--- config.mk ---
export PLATFORM = sky130hd
export DESIGN_NAME = bus_arbiter_rr_flat
export DESIGN_NICKNAME = d
export VERILOG_FILES = /design/src/rtl/bus_arbiter_rr_pkg.sv /design/src/rtl/bus_arbiter_rr_if.sv /design/src/rtl/bus_arbiter_rr_rr_pick.sv /design/src/rtl/bus_arbiter_rr.sv /design/src/flat_wrapper.sv
export SDC_FILE = /design/constraint.sdc
export NUM_CORES = 1
export LEC_CHECK = 0
export ABC_AREA = 0
export CAP_MARGIN = 5
export CORE_AREA = 2 2 130 132
export CTS_CLUSTER_DIAMETER = 40
export DETAILED_ROUTE_END_ITERATION = 6
export DIE_AREA = 0 0 132 134
export SETUP_SLACK_MARGIN = 0.3
export SLEW_MARGIN = 20
export SYNTH_ARGS = -nofsm -noshare
export SYNTH_HDL_FRONTEND = slang
export SYNTH_HIERARCHICAL = 1
export SYNTH_SLANG_ARGS = --single-unit
--- constraint.sdc ---
create_clock -name clk -period 2.7 [get_ports clk]
set_input_delay 0.54 -clock clk [delete_from_list [all_inputs] [get_ports clk]]
set_output_delay 0.54 -clock clk [all_outputs]
set_load 0.02 [all_outputs]
--- src/rtl/bus_arbiter_rr_pkg.sv ---
// bus_arbiter_rr_pkg: shared bus widths, owner encoding and active-low constants
package bus_arbiter_rr_pkg;
    localparam int BUS_MASTER_CH = 4;
    localparam int BUS_OWNER_W   = 2;
    localparam int WORD_ADDR_W   = 30;
    localparam int WORD_DATA_W   = 32;
    localparam logic ENABLE_     = 1'b0;
    localparam logic DISABLE_    = 1'b1;
    typedef enum logic [BUS_OWNER_W-1:0] {
        BUS_OWNER_M0 = 2'd0,
        BUS_OWNER_M1 = 2'd1,
        BUS_OWNER_M2 = 2'd2,
        BUS_OWNER_M3 = 2'd3
    } bus_owner_t;
endpackage

--- src/rtl/bus_arbiter_rr_if.sv ---
// bus_arbiter_rr_if: four master request/bus ports plus the shared-bus outputs
interface bus_arbiter_rr_if;
    import bus_arbiter_rr_pkg::*;
    logic                   m0_req_, m1_req_, m2_req_, m3_req_;
    logic [WORD_ADDR_W-1:0] m0_addr, m1_addr, m2_addr, m3_addr;
    logic                   m0_as_, m1_as_, m2_as_, m3_as_;
    logic                   m0_rw, m1_rw, m2_rw, m3_rw;
    logic [WORD_DATA_W-1:0] m0_wr_data, m1_wr_data, m2_wr_data, m3_wr_data;
    logic                   m0_grnt_, m1_grnt_, m2_grnt_, m3_grnt_;
    logic [WORD_ADDR_W-1:0] s_addr;
    logic                   s_as_;
    logic                   s_rw;
    logic [WORD_DATA_W-1:0] s_wr_data;
    modport master (
        output m0_req_, m1_req_, m2_req_, m3_req_,
        output m0_addr, m1_addr, m2_addr, m3_addr,
        output m0_as_, m1_as_, m2_as_, m3_as_,
        output m0_rw, m1_rw, m2_rw, m3_rw,
        output m0_wr_data, m1_wr_data, m2_wr_data, m3_wr_data,
        input  m0_grnt_, m1_grnt_, m2_grnt_, m3_grnt_,
        input  s_addr, s_as_, s_rw, s_wr_data
    );
    modport slave (
        input  m0_req_, m1_req_, m2_req_, m3_req_,
        input  m0_addr, m1_addr, m2_addr, m3_addr,
        input  m0_as_, m1_as_, m2_as_, m3_as_,
        input  m0_rw, m1_rw, m2_rw, m3_rw,
        input  m0_wr_data, m1_wr_data, m2_wr_data, m3_wr_data,
        output m0_grnt_, m1_grnt_, m2_grnt_, m3_grnt_,
        output s_addr, s_as_, s_rw, s_wr_data
    );
endinterface

--- src/rtl/bus_arbiter_rr_rr_pick.sv ---
// rr_pick: round-robin scan from owner+1 over active-low requests
module rr_pick
    import bus_arbiter_rr_pkg::*;
(
    input  logic [BUS_MASTER_CH-1:0] i_req_n,
    input  logic [BUS_OWNER_W-1:0]   i_owner,
    output logic [BUS_OWNER_W-1:0]   o_next_owner,
    output logic                     o_any_other_req
);
    logic [BUS_MASTER_CH-1:0] w_req;
    logic [BUS_OWNER_W-1:0]   w_o1, w_o2, w_o3;
    always_comb begin
        w_req           = ~i_req_n;
        w_o1            = i_owner + 2'd1;
        w_o2            = i_owner + 2'd2;
        w_o3            = i_owner + 2'd3;
        o_next_owner    = w_req[w_o1] ? w_o1 : w_req[w_o2] ? w_o2 : w_req[w_o3] ? w_o3 : i_owner;
        o_any_other_req = w_req[w_o1] | w_req[w_o2] | w_req[w_o3];
    end
endmodule

--- src/rtl/bus_arbiter_rr.sv ---
// bus_arbiter_rr: round-robin shared-bus arbiter with hold limit and owner mux
module bus_arbiter_rr
    import bus_arbiter_rr_pkg::*;
#(
    parameter int MAX_HOLD = 16,
    parameter int CNT_W    = 5
) (
    input  logic             clk,
    input  logic             reset,
    bus_arbiter_rr_if.slave  bus
);
    bus_owner_t                               r_owner;
    logic [CNT_W-1:0]                         r_hold;
    logic [BUS_MASTER_CH-1:0]                 w_req_n, w_as_n, w_rw;
    logic [BUS_MASTER_CH-1:0][WORD_ADDR_W-1:0] w_addr;
    logic [BUS_MASTER_CH-1:0][WORD_DATA_W-1:0] w_wd;
    logic [BUS_OWNER_W-1:0]                   w_next;
    logic                                     w_other, w_own_req, w_own_busy, w_sat, w_change;

    assign w_req_n = {bus.m3_req_, bus.m2_req_, bus.m1_req_, bus.m0_req_};
    assign w_as_n  = {bus.m3_as_, bus.m2_as_, bus.m1_as_, bus.m0_as_};
    assign w_rw    = {bus.m3_rw, bus.m2_rw, bus.m1_rw, bus.m0_rw};
    assign w_addr  = {bus.m3_addr, bus.m2_addr, bus.m1_addr, bus.m0_addr};
    assign w_wd    = {bus.m3_wr_data, bus.m2_wr_data, bus.m1_wr_data, bus.m0_wr_data};

    rr_pick u_pick (
        .i_req_n         (w_req_n),
        .i_owner         (r_owner),
        .o_next_owner    (w_next),
        .o_any_other_req (w_other)
    );

    // Forced rotation only between transfers: an active strobe defers it.
    always_comb begin
        w_own_req  = (w_req_n[r_owner] == ENABLE_);
        w_own_busy = (w_as_n[r_owner] == ENABLE_);
        w_sat      = (r_hold == CNT_W'(MAX_HOLD));
        w_change   = w_other && (!w_own_req || ((MAX_HOLD != 0) && w_sat && !w_own_busy));
    end

    always_ff @(posedge clk) begin
        if (reset) begin
            r_owner <= BUS_OWNER_M0;
            r_hold  <= '0;
        end else if (w_change) begin
            r_owner <= bus_owner_t'(w_next);
            r_hold  <= '0;
        end else begin
            r_hold  <= (w_own_req && w_other) ? (w_sat ? r_hold : r_hold + CNT_W'(1)) : '0;
        end
    end

    assign bus.m0_grnt_  = (r_owner != BUS_OWNER_M0);
    assign bus.m1_grnt_  = (r_owner != BUS_OWNER_M1);
    assign bus.m2_grnt_  = (r_owner != BUS_OWNER_M2);
    assign bus.m3_grnt_  = (r_owner != BUS_OWNER_M3);
    assign bus.s_addr    = w_addr[r_owner];
    assign bus.s_as_     = w_as_n[r_owner];
    assign bus.s_rw      = w_rw[r_owner];
    assign bus.s_wr_data = w_wd[r_owner];
endmodule
--- src/flat_wrapper.sv ---
// flat-port wrapper written by rule: the top's interface ports become plain ports
module bus_arbiter_rr_flat import bus_arbiter_rr_pkg::*;
#(
    parameter int MAX_HOLD = 16,
    parameter int CNT_W    = 5
)
  (clk, reset, bus_m0_req_, bus_m1_req_, bus_m2_req_, bus_m3_req_, bus_m0_addr, bus_m1_addr, bus_m2_addr, bus_m3_addr, bus_m0_as_, bus_m1_as_, bus_m2_as_, bus_m3_as_, bus_m0_rw, bus_m1_rw, bus_m2_rw, bus_m3_rw, bus_m0_wr_data, bus_m1_wr_data, bus_m2_wr_data, bus_m3_wr_data, bus_m0_grnt_, bus_m1_grnt_, bus_m2_grnt_, bus_m3_grnt_, bus_s_addr, bus_s_as_, bus_s_rw, bus_s_wr_data);
  bus_arbiter_rr_if bus_i ();
  input  logic clk;
  input  logic reset;
  input wire logic [$bits(bus_i.m0_req_)-1:0] bus_m0_req_;
  input wire logic [$bits(bus_i.m1_req_)-1:0] bus_m1_req_;
  input wire logic [$bits(bus_i.m2_req_)-1:0] bus_m2_req_;
  input wire logic [$bits(bus_i.m3_req_)-1:0] bus_m3_req_;
  input wire logic [$bits(bus_i.m0_addr)-1:0] bus_m0_addr;
  input wire logic [$bits(bus_i.m1_addr)-1:0] bus_m1_addr;
  input wire logic [$bits(bus_i.m2_addr)-1:0] bus_m2_addr;
  input wire logic [$bits(bus_i.m3_addr)-1:0] bus_m3_addr;
  input wire logic [$bits(bus_i.m0_as_)-1:0] bus_m0_as_;
  input wire logic [$bits(bus_i.m1_as_)-1:0] bus_m1_as_;
  input wire logic [$bits(bus_i.m2_as_)-1:0] bus_m2_as_;
  input wire logic [$bits(bus_i.m3_as_)-1:0] bus_m3_as_;
  input wire logic [$bits(bus_i.m0_rw)-1:0] bus_m0_rw;
  input wire logic [$bits(bus_i.m1_rw)-1:0] bus_m1_rw;
  input wire logic [$bits(bus_i.m2_rw)-1:0] bus_m2_rw;
  input wire logic [$bits(bus_i.m3_rw)-1:0] bus_m3_rw;
  input wire logic [$bits(bus_i.m0_wr_data)-1:0] bus_m0_wr_data;
  input wire logic [$bits(bus_i.m1_wr_data)-1:0] bus_m1_wr_data;
  input wire logic [$bits(bus_i.m2_wr_data)-1:0] bus_m2_wr_data;
  input wire logic [$bits(bus_i.m3_wr_data)-1:0] bus_m3_wr_data;
  output wire logic [$bits(bus_i.m0_grnt_)-1:0] bus_m0_grnt_;
  output wire logic [$bits(bus_i.m1_grnt_)-1:0] bus_m1_grnt_;
  output wire logic [$bits(bus_i.m2_grnt_)-1:0] bus_m2_grnt_;
  output wire logic [$bits(bus_i.m3_grnt_)-1:0] bus_m3_grnt_;
  output wire logic [$bits(bus_i.s_addr)-1:0] bus_s_addr;
  output wire logic [$bits(bus_i.s_as_)-1:0] bus_s_as_;
  output wire logic [$bits(bus_i.s_rw)-1:0] bus_s_rw;
  output wire logic [$bits(bus_i.s_wr_data)-1:0] bus_s_wr_data;
  assign bus_i.m0_req_ = bus_m0_req_;
  assign bus_i.m1_req_ = bus_m1_req_;
  assign bus_i.m2_req_ = bus_m2_req_;
  assign bus_i.m3_req_ = bus_m3_req_;
  assign bus_i.m0_addr = bus_m0_addr;
  assign bus_i.m1_addr = bus_m1_addr;
  assign bus_i.m2_addr = bus_m2_addr;
  assign bus_i.m3_addr = bus_m3_addr;
  assign bus_i.m0_as_ = bus_m0_as_;
  assign bus_i.m1_as_ = bus_m1_as_;
  assign bus_i.m2_as_ = bus_m2_as_;
  assign bus_i.m3_as_ = bus_m3_as_;
  assign bus_i.m0_rw = bus_m0_rw;
  assign bus_i.m1_rw = bus_m1_rw;
  assign bus_i.m2_rw = bus_m2_rw;
  assign bus_i.m3_rw = bus_m3_rw;
  assign bus_i.m0_wr_data = bus_m0_wr_data;
  assign bus_i.m1_wr_data = bus_m1_wr_data;
  assign bus_i.m2_wr_data = bus_m2_wr_data;
  assign bus_i.m3_wr_data = bus_m3_wr_data;
  assign bus_m0_grnt_ = bus_i.m0_grnt_;
  assign bus_m1_grnt_ = bus_i.m1_grnt_;
  assign bus_m2_grnt_ = bus_i.m2_grnt_;
  assign bus_m3_grnt_ = bus_i.m3_grnt_;
  assign bus_s_addr = bus_i.s_addr;
  assign bus_s_as_ = bus_i.s_as_;
  assign bus_s_rw = bus_i.s_rw;
  assign bus_s_wr_data = bus_i.s_wr_data;
  bus_arbiter_rr #(.MAX_HOLD(MAX_HOLD), .CNT_W(CNT_W)) u_core (.clk(clk), .reset(reset), .bus(bus_i));
endmodule
==> run summary <==
Slew Viols, Final -> 0
max capacitance violation total -> 0
DRT Pass-1 Iters -> 4
Buffers on Ports -> 329
#FFs+latches synth -> 7
largest net degree at the start of global routing -> 33
DRC -> 0
dpl cells -> 686
filler instances -> 1,598
clock tree buffer depth -> 2
worst skew pair latency -> 0.23 ns
GR Util All Layers -> 12.9%
Vias/cell -> 4.12
Area growth syn-to-layout -> 183%
CTS Sinks -> 7
Reg clk slew, reported paths -> 0.03 ns
Synthesized Nets -> 403
FFs w/ async S/R, synth -> 0%
Die Y -> 134 µm
Worst Skew -> 0.00169 ns
I/O pin count -> 330
die area -> 17,700 µm²
Synth Instances -> 139
post-detail-place hpwl -> 10.8 mm
RSZ-0062 raised after global routing -> no
CORE AREA -> 16,300 µm²
sequential-to-total area share from yosys stat -> 6.91%
Final Hold Viols -> 0
Routed wire per std cell -> 17.2 µm
Met2 Wirelength -> 6.31 mm
Synth cell types -> 30
CTS tree -> yes
Rel. slew slack -> 46.0%
DR vias -> 2,864
Peak VDD IR -> 0.273 mV
pwr dens -> 417 nW/µm²
fmax -> 0.424 GHz
Final min period -> 2.36 ns
CTS buffer count -> 3
CP startpoint kind -> input port
worst-margin pin slew -> 0.798 ns
Post-synth EDFFs -> 0
vias in the first global route -> 3,187
Initial Util -> 12.4%
Mean Syn Cell Area -> 14.6 µm²
FF-to-FF Start -> u_core/r_owner[0]
Ys Warns -> 6
DP Worst Slack -> 0.0351 ns
hold_buf cts -> 0
Critical Path AT -> 1.82 ns
share of cells above drive strength 1 -> 20.0%
Cell Area, Synth -> 2030 µm²
clock root cell -> clkbuf_16
dominant synthesized flop cell -> dfxtp_1
CP Data Required Time -> 2.16 ns
post-route ant nets -> 0
FP Rows -> 47
# setup viols final -> 0
part of the cycle the worst path needs -> 87.4%
global route overflow -> 0
met3 routed WL -> 1.23 mm
H-Tree Depth -> 1
crit-path max FO -> 4
Hold Path Origin -> u_core/r_hold[4]
Placer Congestion -> 0.821
top sig layer -> met4
DRT iter0 DRCs -> 72
static leakage -> 2.07 nW
cell area after placement -> 5680 µm²
initial antenna violation count -> 1
Final Net Count -> 739
crit path from -> bus_m3_as_
Non-Filler Instances -> 695
status -> finished, final reports clean
Die Width -> 132 µm
first-pass GRT wire length -> 17.9 mm
WL final -> 12.0 mm
CP endpoint kind -> output pin
Tightest Hold Check Type -> reg -> reg
Setup TNS -> 0 ns
Worst Setup Slack, final -> 0.341 ns
routed length on met1 -> 4.21 mm
cell area after layout -> 5740 µm²
Crit Path Class -> in -> out
registers in the layout, summed over array words and instances, names as in the netlist:
name / count
u_core/r_hold: 5
u_core/r_owner: 2
layout by cell type (no fill, tap or decap), types with 4 or more instances in the layout:
| master | instances |
|---|---|
| nand2b_1 | 8 |
| dlygate4sd2_1 | 61 |
| mux4_2 | 65 |
| clkdlybuf4s50_1 | 265 |
| buf_4 | 13 |
| dfxtp_1 | 5 |
| nor2_1 | 5 |
| inv_1 | 4 |
| buf_12 | 5 |
synth_stat cells, types with 2 or more instances:
library cell / n / area, µm²
a21oi_1: 3 / 15.0
buf_2: 7 / 35.0
clkbuf_1: 9 / 33.8
dfxtp_1: 7 / 140
ha_1: 2 / 25.0
inv_1: 4 / 15.0
mux2i_1: 3 / 30.0
mux4_2: 65 / 1460
nand2_1: 3 / 11.3
nand2b_1: 8 / 50.1
nand3_1: 3 / 15.0
nor2_1: 5 / 18.8
nor2b_1: 2 / 12.5
xor2_1: 2 / 17.5
layout make-up:
class / count / area [µm²] / area share [%]
timing repair buffer: 347 / 3420 / 59.6
multi-input combinational: 112 / 1800 / 31.4
tap: 220 / 275 / 4.79
sequential: 7 / 148 / 2.57
clock buffer: 4 / 78.8 / 1.37
inverter: 4 / 15.0 / 0.261
antenna: 1 / 2.50 / 0.0436
metrics by stage:
stage	util (%)	power [mW]	hold WS (ns)
after floorplan	-	1.22	0.471
after global placement	34.8	2.30	0.490
after detailed placement	34.8	2.31	0.529
after CTS	35.2	2.43	0.535
after global routing	35.2	2.53	0.558
final	35.2	2.40	0.531
worst max-delay path, cell delays in order:
cell and delay, ns:
clkdlybuf4s50_1 0.41, mux4_2 0.52, dlygate4sd2_1 0.35
cells by family (layout without fill, tap and decap cells):
group / count (synthesis) / in the layout / share of synthesized area, %
multiplexers: 69 / 69 / 74.4
buffers and inverters: 20 / 355 / 4.14
adder cells (fa/ha/maj): 2 / 2 / 1.23
other: 0 / 1 / 0
flip-flops: 7 / 7 / 6.91
AND/OR/NAND/NOR: 29 / 29 / 8.27
AO/OA/AOI/OAI: 9 / 9 / 3.70
XOR/XNOR: 3 / 3 / 1.30
report_power, final:
part / total [mW] / switching [mW] / internal [mW]
clock: 0.249 / 0.0533 / 0.196
combinational: 2.00 / 0.848 / 1.15
sequential: 0.151 / 0.0329 / 0.118
total: 2.40 / 0.935 / 1.46
final timing paths:
check,to,slack [ns],cells past startpoint
worst max-delay path,bus_s_as_,0.34,3
worst min-delay path,u_core/r_hold[4],0.53,2
worst max register to register,u_core/r_hold[3],0.56,8
worst min register to register,u_core/r_hold[4],0.53,2
repair_timing:
| action | in CTS | in global routing |
|---|---|---|
| gates resized for setup | 67 | 1 |
| endpoints found under the setup margin | 64 | 1 |
| setup buffers | 4 | 0 |
routing by layer:
layer / vias up / track usage, %
met5: - / 0
met4: 0 / 2.60
met1: 1362 / 13.9
met3: 14 / 4.54
met2: 194 / 24.6
li1: 1294 / -
No activity file was read; power rests on OpenSTA's default activity.
